<file path="src/rtl/alu_seq_pkg.sv">
// Shared widths, function codes and FSM state type for the ALU command sequencer.
package alu_seq_pkg;

    localparam int unsigned DATA_W   = 8;
    localparam int unsigned IDX_W    = 2;
    localparam int unsigned FUNC_W   = 3;
    localparam int unsigned NUM_REGS = 4;

    localparam logic [FUNC_W-1:0] F_AND  = 3'b000;
    localparam logic [FUNC_W-1:0] F_OR   = 3'b001;
    localparam logic [FUNC_W-1:0] F_ADD  = 3'b010;
    localparam logic [FUNC_W-1:0] F_LOAD = 3'b011;
    localparam logic [FUNC_W-1:0] F_ANDN = 3'b100;
    localparam logic [FUNC_W-1:0] F_ORN  = 3'b101;
    localparam logic [FUNC_W-1:0] F_SUB  = 3'b110;
    localparam logic [FUNC_W-1:0] F_SLT  = 3'b111;

    typedef enum logic [1:0] {
        IDLE,
        EXEC,
        RESP
    } state_t;

endpackage

</file>
<file path="src/rtl/alu_op_sequencer_if.sv">
// Command, ALU-drive and result channels of the sequencer; slave = sequencer side.
interface alu_op_sequencer_if;
    import alu_seq_pkg::*;

    logic              cmd_valid;
    logic              cmd_ready;
    logic [FUNC_W-1:0] cmd_f;
    logic [IDX_W-1:0]  cmd_rd;
    logic [IDX_W-1:0]  cmd_ra;
    logic [IDX_W-1:0]  cmd_rb;
    logic              cmd_imm_en;
    logic [DATA_W-1:0] cmd_imm;

    logic [DATA_W-1:0] alu_a;
    logic [DATA_W-1:0] alu_b;
    logic [FUNC_W-1:0] alu_f;
    logic [DATA_W-1:0] alu_y;

    logic              res_valid;
    logic              res_ready;
    logic [DATA_W-1:0] res_data;
    logic              res_zero;
    logic [DATA_W-1:0] ops_done;

    modport slave (
        input  cmd_valid, cmd_f, cmd_rd, cmd_ra, cmd_rb, cmd_imm_en, cmd_imm,
        output cmd_ready,
        output alu_a, alu_b, alu_f,
        input  alu_y,
        output res_valid, res_data, res_zero, ops_done,
        input  res_ready
    );

    modport master (
        output cmd_valid, cmd_f, cmd_rd, cmd_ra, cmd_rb, cmd_imm_en, cmd_imm,
        input  cmd_ready,
        input  alu_a, alu_b, alu_f,
        output alu_y,
        input  res_valid, res_data, res_zero, ops_done,
        output res_ready
    );

endinterface

</file>
<file path="src/rtl/alu_seq_regfile.sv">
// 4x8 register file: two combinational read ports, one synchronous write port.
module alu_seq_regfile
    import alu_seq_pkg::*;
(
    input  logic              clk,
    input  logic              reset,
    input  logic [IDX_W-1:0]  ra_addr,
    output logic [DATA_W-1:0] ra_data,
    input  logic [IDX_W-1:0]  rb_addr,
    output logic [DATA_W-1:0] rb_data,
    input  logic              we,
    input  logic [IDX_W-1:0]  wa,
    input  logic [DATA_W-1:0] wd
);

    logic [DATA_W-1:0] rf [NUM_REGS];

    always_ff @(posedge clk or posedge reset) begin
        if (reset) begin
            for (int i = 0; i < int'(NUM_REGS); i++) begin
                rf[i] <= '0;
            end
        end else if (we) begin
            rf[wa] <= wd;
        end
    end

    assign ra_data = rf[ra_addr];
    assign rb_data = rf[rb_addr];

endmodule

</file>
<file path="src/rtl/alu_op_sequencer.sv">
// Accepts one ALU/LOAD command at a time, drives the external ALU from registers,
// writes the result back to the register file and returns it on the result channel.
module alu_op_sequencer
    import alu_seq_pkg::*;
(
    input  logic               clk,
    input  logic               reset,
    alu_op_sequencer_if.slave  bus
);

    state_t            state_q, state_d;
    logic              cmd_ready_q, cmd_ready_d;
    logic              res_valid_q, res_valid_d;
    logic [DATA_W-1:0] alu_a_q, alu_a_d;
    logic [DATA_W-1:0] alu_b_q, alu_b_d;
    logic [FUNC_W-1:0] alu_f_q, alu_f_d;
    logic [DATA_W-1:0] res_data_q, res_data_d;
    logic [DATA_W-1:0] ops_q, ops_d;
    logic [IDX_W-1:0]  rd_q, rd_d;

    logic              accept;
    logic              rf_we;
    logic [IDX_W-1:0]  rf_wa;
    logic [DATA_W-1:0] rf_wd;
    logic [DATA_W-1:0] ra_data;
    logic [DATA_W-1:0] rb_data;

    alu_seq_regfile u_rf (
        .clk     (clk),
        .reset   (reset),
        .ra_addr (bus.cmd_ra),
        .ra_data (ra_data),
        .rb_addr (bus.cmd_rb),
        .rb_data (rb_data),
        .we      (rf_we),
        .wa      (rf_wa),
        .wd      (rf_wd)
    );

    assign accept = bus.cmd_valid && cmd_ready_q;

    // Handshake flags are registered copies of the next state so both sit low in reset.
    always_comb begin
        state_d     = state_q;
        alu_a_d     = alu_a_q;
        alu_b_d     = alu_b_q;
        alu_f_d     = alu_f_q;
        res_data_d  = res_data_q;
        ops_d       = ops_q;
        rd_d        = rd_q;
        rf_we       = 1'b0;
        rf_wa       = rd_q;
        rf_wd       = bus.alu_y;

        case (state_q)
            IDLE: begin
                if (accept) begin
                    if (bus.cmd_f == F_LOAD) begin
                        rf_we      = 1'b1;
                        rf_wa      = bus.cmd_rd;
                        rf_wd      = bus.cmd_imm;
                        res_data_d = bus.cmd_imm;
                        state_d    = RESP;
                    end else begin
                        alu_a_d = ra_data;
                        alu_b_d = bus.cmd_imm_en ? bus.cmd_imm : rb_data;
                        alu_f_d = bus.cmd_f;
                        rd_d    = bus.cmd_rd;
                        state_d = EXEC;
                    end
                end
            end
            EXEC: begin
                rf_we      = 1'b1;
                res_data_d = bus.alu_y;
                state_d    = RESP;
            end
            RESP: begin
                if (bus.res_ready) begin
                    ops_d   = ops_q + DATA_W'(1);
                    state_d = IDLE;
                end
            end
            default: state_d = IDLE;
        endcase

        cmd_ready_d = (state_d == IDLE);
        res_valid_d = (state_d == RESP);
    end

    always_ff @(posedge clk or posedge reset) begin
        if (reset) begin
            state_q     <= IDLE;
            cmd_ready_q <= 1'b0;
            res_valid_q <= 1'b0;
            alu_a_q     <= '0;
            alu_b_q     <= '0;
            alu_f_q     <= '0;
            res_data_q  <= '0;
            ops_q       <= '0;
            rd_q        <= '0;
        end else begin
            state_q     <= state_d;
            cmd_ready_q <= cmd_ready_d;
            res_valid_q <= res_valid_d;
            alu_a_q     <= alu_a_d;
            alu_b_q     <= alu_b_d;
            alu_f_q     <= alu_f_d;
            res_data_q  <= res_data_d;
            ops_q       <= ops_d;
            rd_q        <= rd_d;
        end
    end

    assign bus.cmd_ready = cmd_ready_q;
    assign bus.res_valid = res_valid_q;
    assign bus.alu_a     = alu_a_q;
    assign bus.alu_b     = alu_b_q;
    assign bus.alu_f     = alu_f_q;
    assign bus.res_data  = res_data_q;
    assign bus.res_zero  = (res_data_q == '0);
    assign bus.ops_done  = ops_q;

endmodule
</file>
<file path="src/flat_wrapper.sv">
// flat-port wrapper written by rule: the top's interface ports become plain ports
module alu_op_sequencer_flat import alu_seq_pkg::*;
  (clk, reset, bus_cmd_valid, bus_cmd_f, bus_cmd_rd, bus_cmd_ra, bus_cmd_rb, bus_cmd_imm_en, bus_cmd_imm, bus_cmd_ready, bus_alu_a, bus_alu_b, bus_alu_f, bus_alu_y, bus_res_valid, bus_res_data, bus_res_zero, bus_ops_done, bus_res_ready);
  alu_op_sequencer_if bus_i ();
  input  logic clk;
  input  logic reset;
  input wire logic [$bits(bus_i.cmd_valid)-1:0] bus_cmd_valid;
  input wire logic [$bits(bus_i.cmd_f)-1:0] bus_cmd_f;
  input wire logic [$bits(bus_i.cmd_rd)-1:0] bus_cmd_rd;
  input wire logic [$bits(bus_i.cmd_ra)-1:0] bus_cmd_ra;
  input wire logic [$bits(bus_i.cmd_rb)-1:0] bus_cmd_rb;
  input wire logic [$bits(bus_i.cmd_imm_en)-1:0] bus_cmd_imm_en;
  input wire logic [$bits(bus_i.cmd_imm)-1:0] bus_cmd_imm;
  output wire logic [$bits(bus_i.cmd_ready)-1:0] bus_cmd_ready;
  output wire logic [$bits(bus_i.alu_a)-1:0] bus_alu_a;
  output wire logic [$bits(bus_i.alu_b)-1:0] bus_alu_b;
  output wire logic [$bits(bus_i.alu_f)-1:0] bus_alu_f;
  input wire logic [$bits(bus_i.alu_y)-1:0] bus_alu_y;
  output wire logic [$bits(bus_i.res_valid)-1:0] bus_res_valid;
  output wire logic [$bits(bus_i.res_data)-1:0] bus_res_data;
  output wire logic [$bits(bus_i.res_zero)-1:0] bus_res_zero;
  output wire logic [$bits(bus_i.ops_done)-1:0] bus_ops_done;
  input wire logic [$bits(bus_i.res_ready)-1:0] bus_res_ready;
  assign bus_i.cmd_valid = bus_cmd_valid;
  assign bus_i.cmd_f = bus_cmd_f;
  assign bus_i.cmd_rd = bus_cmd_rd;
  assign bus_i.cmd_ra = bus_cmd_ra;
  assign bus_i.cmd_rb = bus_cmd_rb;
  assign bus_i.cmd_imm_en = bus_cmd_imm_en;
  assign bus_i.cmd_imm = bus_cmd_imm;
  assign bus_cmd_ready = bus_i.cmd_ready;
  assign bus_alu_a = bus_i.alu_a;
  assign bus_alu_b = bus_i.alu_b;
  assign bus_alu_f = bus_i.alu_f;
  assign bus_i.alu_y = bus_alu_y;
  assign bus_res_valid = bus_i.res_valid;
  assign bus_res_data = bus_i.res_data;
  assign bus_res_zero = bus_i.res_zero;
  assign bus_ops_done = bus_i.ops_done;
  assign bus_i.res_ready = bus_res_ready;
  alu_op_sequencer u_core (.clk(clk), .reset(reset), .bus(bus_i));
endmodule
</file>
<file path="config.mk">
export PLATFORM = sky130hd
export DESIGN_NAME = alu_op_sequencer_flat
export DESIGN_NICKNAME = d
export VERILOG_FILES = /design/src/rtl/alu_seq_pkg.sv /design/src/rtl/alu_op_sequencer_if.sv /design/src/rtl/alu_seq_regfile.sv /design/src/rtl/alu_op_sequencer.sv /design/src/flat_wrapper.sv
export SDC_FILE = /design/constraint.sdc
export NUM_CORES = 1
export LEC_CHECK = 0
export ABC_AREA = 1
export CORE_ASPECT_RATIO = 0.7
export CORE_UTILIZATION = 30
export CTS_BUF_LIST = sky130_fd_sc_hd__clkbuf_4 sky130_fd_sc_hd__clkbuf_8
export DETAILED_ROUTE_END_ITERATION = 12
export PLACE_DENSITY_LB_ADDON = 0.3
export SYNTH_ARGS = -nofsm -noshare
export SYNTH_HDL_FRONTEND = slang
export SYNTH_SLANG_ARGS = --single-unit
</file>
<file path="constraint.sdc">
create_clock -name clk -period 2.6 [get_ports clk]
set_input_delay 0.52 -clock clk [delete_from_list [all_inputs] [get_ports clk]]
set_output_delay 0.52 -clock clk [all_outputs]
set_load 0.005 [all_outputs]
</file>
==> qor.yml <==
clock_network:
  cts_resized: 0
  clk_latency_ns: 0.37
  cts_setup_buffers: 0
  root_buffer: "clkbuf_8"
  clock_sinks: 73
  clock_path_buffers: 2
  cts_tree: "done"
  hold_buffers: 0
  clk_pin_slew_ns: 0.09
  numCtsBuffers: 9
  htreeDepth: 3
worst_setup_path:
  start_kind: "flip-flop"
  crit_family: "buffers and inverters"
  crit_type: "reg -> out"
  reg2reg_to: "u_core.u_rf.rf[26]"
  path_max_fanout: 2
  r2r_start: "u_core.state_q[1]"
  crit_arrival_ns: 1.55
  max_stage_delay_ns: 0.51
  slowest_stage: "clkdlybuf4s50_1"
  crit_buf_inv: 2
  r2r_setup_slack_ns: 0.88
  critPathRequiredTime_ns: 2.08
  endpoint_kind: "output pin"
  r2r_cells: 8
  crit_path_cell_trace: "inv_1 -> nand4_1 -> nor2_1 -> clkdlybuf4s50_1"
route:
  antenna_left: 0
  wl_per_cell_um: 15.9
  dr.pass1.iters: 5
  drc: 0
  viasPerCell: 4.87
  routed_wl_um: 11400
  vias: 3495
  drt_iter0_markers: 284
global_routing:
  track_usage_pct: 18.4
  grt_overflow: 0
  grt_pass1_wl_um: 18400
  met3_usage_pct: 4.77
  grt_util_met2_pct: 25.2
  grt_pass1_vias: 3424
  grt_max_degree: 74
  met1_usage_pct: 27.8
  antenna_found_initial: 0
  busiest_layer: "met1"
cells_and_area:
  postLayoutCellArea_mm2: 0.00491
  layout_common_cells: "nand2_1, dfrtp_1, clkdlybuf4s50_1, o21ai_0, nor2_1"
  fillers: 1269
  drive_gt1_share_pct: 12.2
  instances_no_fill: 718
  areaGrowthSynthToFinish_pct: 27.1
  antenna_cells: 0
  layout_commonest_cell: "nand2_1"
  nNetsFinal: 582
timing:
  fmax_ghz: 0.483
  timing.hold.ws_ns: 0.481
  worst_slew_pin_slew_ns: 0.697
  slew_viol_final: 0
  setup_violations: 0
  maxSlewHeadroom_pct: 53.4
  fin_skew_ns: 0.0180
  grt_setup_unrepaired: "no"
  min_period_over_period_pct: 79.6
  fin_crit_ns: 2.07
  setup-tns-final_ns: 0
  finalHoldViolCount: 0
synth:
  synth_fa_ha_area_share_pct: 0.324
  muxShareOfSynthArea_pct: 0
  synth_xor_area_share_pct: 1.36
  synth_top_family_by_area: "simple AND/OR/NAND/NOR gates"
  synthSimpleGateAreaFrac_pct: 31.4
  syn_inst: 483
  synth_area_leaders: "dfrtp_1, nand2_1, o21ai_0"
  syn_area_mm2: 0.00387
  yosysTopAreaCellShare_pct: 47.2
  ys_ff_latch: 73
  yosys_warnings: 0
  synth_compound_area_share_pct: 12.9
  seq_area_frac_synth_pct: 47.2
  syn_area_per_cell_um2: 8.00
  synth_cell_types: 29
  post-synth-top-area-cell: "dfrtp_1"
  syn_nets: 514
die:
  ios: 68
  die_h_um: 97.0
  core_mm2: 0.0125
  die_width_um: 138
  die-area_mm2: 0.0134
  start_util_pct: 30.9
  fp-row-count: 34
power_and_ir_drop:
  p_sw_share_pct: 39.8
  power_frac_seq_pct: 40.8
  p_leak_uw: 0.00227
  intPower_uw: 3120
  ir_worst_vdd_mv: 0.444
  pwr-share-comb_pct: 40.6
  switchingPower_uw: 2060
  powerDensity_mw_per_mm2: 1050
  total_power_uw: 5170
  pwr-share-clk_pct: 18.6
place:
  gp_congestion: 0.890
  portBuffers: 67
  placed_area_mm2: 0.00470
  dp_cells: 702
  hpwlAfterDp_um: 8380
min_path:
  worstHoldPathCells: 1
  hold_path.class: "reg -> reg"
  min_to: "u_core.bus.ops_done[7]"
  hp-start: "u_core.bus.ops_done[7]"
outcome:
  outcome: "completed"
job:
  cap_viol_max_count: 0
-- worst register-to-register path: stages, from the launching register on --
cell and delay (ns):
dfrtp_1 0.44, nor2_1 0.14, nand2_1 0.07, nor2_2 0.33, nand2_1 0.17, nand2_4 0.17
nand3_4 0.14, nand2_1 0.10, nand2_1 0.05
-- routing by layer --
layer,up-vias,routed length (µm)
li1,1685,-
met1,1651,5590
met2,145,4770
met3,14,869
met4,0,158
met5,-,0
-- synth_stat cells (all sizes together) --
cell,instances
nand4,2
or2,2
nand2,172
nor2,48
xnor2,4
ha,1
xor2,2
buf,12
a31oi,8
clkbuf,6
nand3,29
a21oi,32
dfrtp,73
inv,40
o21ai,52
-- power groups by stage --
stage | clock [µW] | sequential, µW | combinational [µW]
global route | 1020 | 2170 | 2370
global placement | 0 | 2100 | 2070
CTS | 979 | 2100 | 2120
finish | 964 | 2110 | 2100
floorplan | 0 | 2000 | 1260
detailed placement | 0 | 2110 | 2100
-- kinds of logic (layout without fill, tap and decap cells) --
kind of cell             Yosys count  in the layout
AO/OA/AOI/OAI                     92             92
XOR/XNOR                           6              6
adder cells (fa/ha/maj)            1              1
buffers and inverters             58            131
flip-flops                        73             73
AND/OR/NAND/NOR                  253            253
-- registers in the layout (all words and copies together), names as in the netlist, 2 cells and up --
signal / cells
u_core.bus.ops_done: 8
u_core.u_rf.rf: 32
u_core.bus.alu_a: 8
u_core.state_q: 2
u_core.bus.res_data: 8
u_core.rd_q: 2
u_core.bus.alu_b: 8
u_core.bus.alu_f: 3
-- how the worst max path moves through the flow --
stage                                      start             endpoint  slack (ns)  cells after the start
after floorplan                            reset  u_core.bus.alu_a[0]        0.23                      1
after global placement             bus_cmd_valid   u_core.u_rf.rf[26]        0.35                     10
after detailed placement            bus_cmd_f[2]   u_core.u_rf.rf[26]        0.31                      9
after CTS                 u_core.bus.res_data[6]         bus_res_zero        0.50                      4
after global routing      u_core.bus.res_data[4]         bus_res_zero        0.43                      4
final                     u_core.bus.res_data[6]         bus_res_zero        0.53                      4
-- per-stage QoR --
stage,setup WS [ns],util (%)
2_1_floorplan,0.227,-
3_3_place_gp,0.350,37.6
3_5_place_dp,0.307,37.6
4_1_cts,0.501,39.3
5_1_grt,0.430,39.3
6_report,0.529,39.3
-- final cells by class --
class,count,area (µm²),share of cell area (%)
clock buffer,9,124,2.52
clock inverter,7,86.3,1.76
inverter,40,153,3.11
multi-input combinational,352,1780,36.2
sequential,73,1830,37.2
tap,162,203,4.13
timing repair buffer,75,743,15.1
No activity file was read; power rests on OpenSTA's default activity.
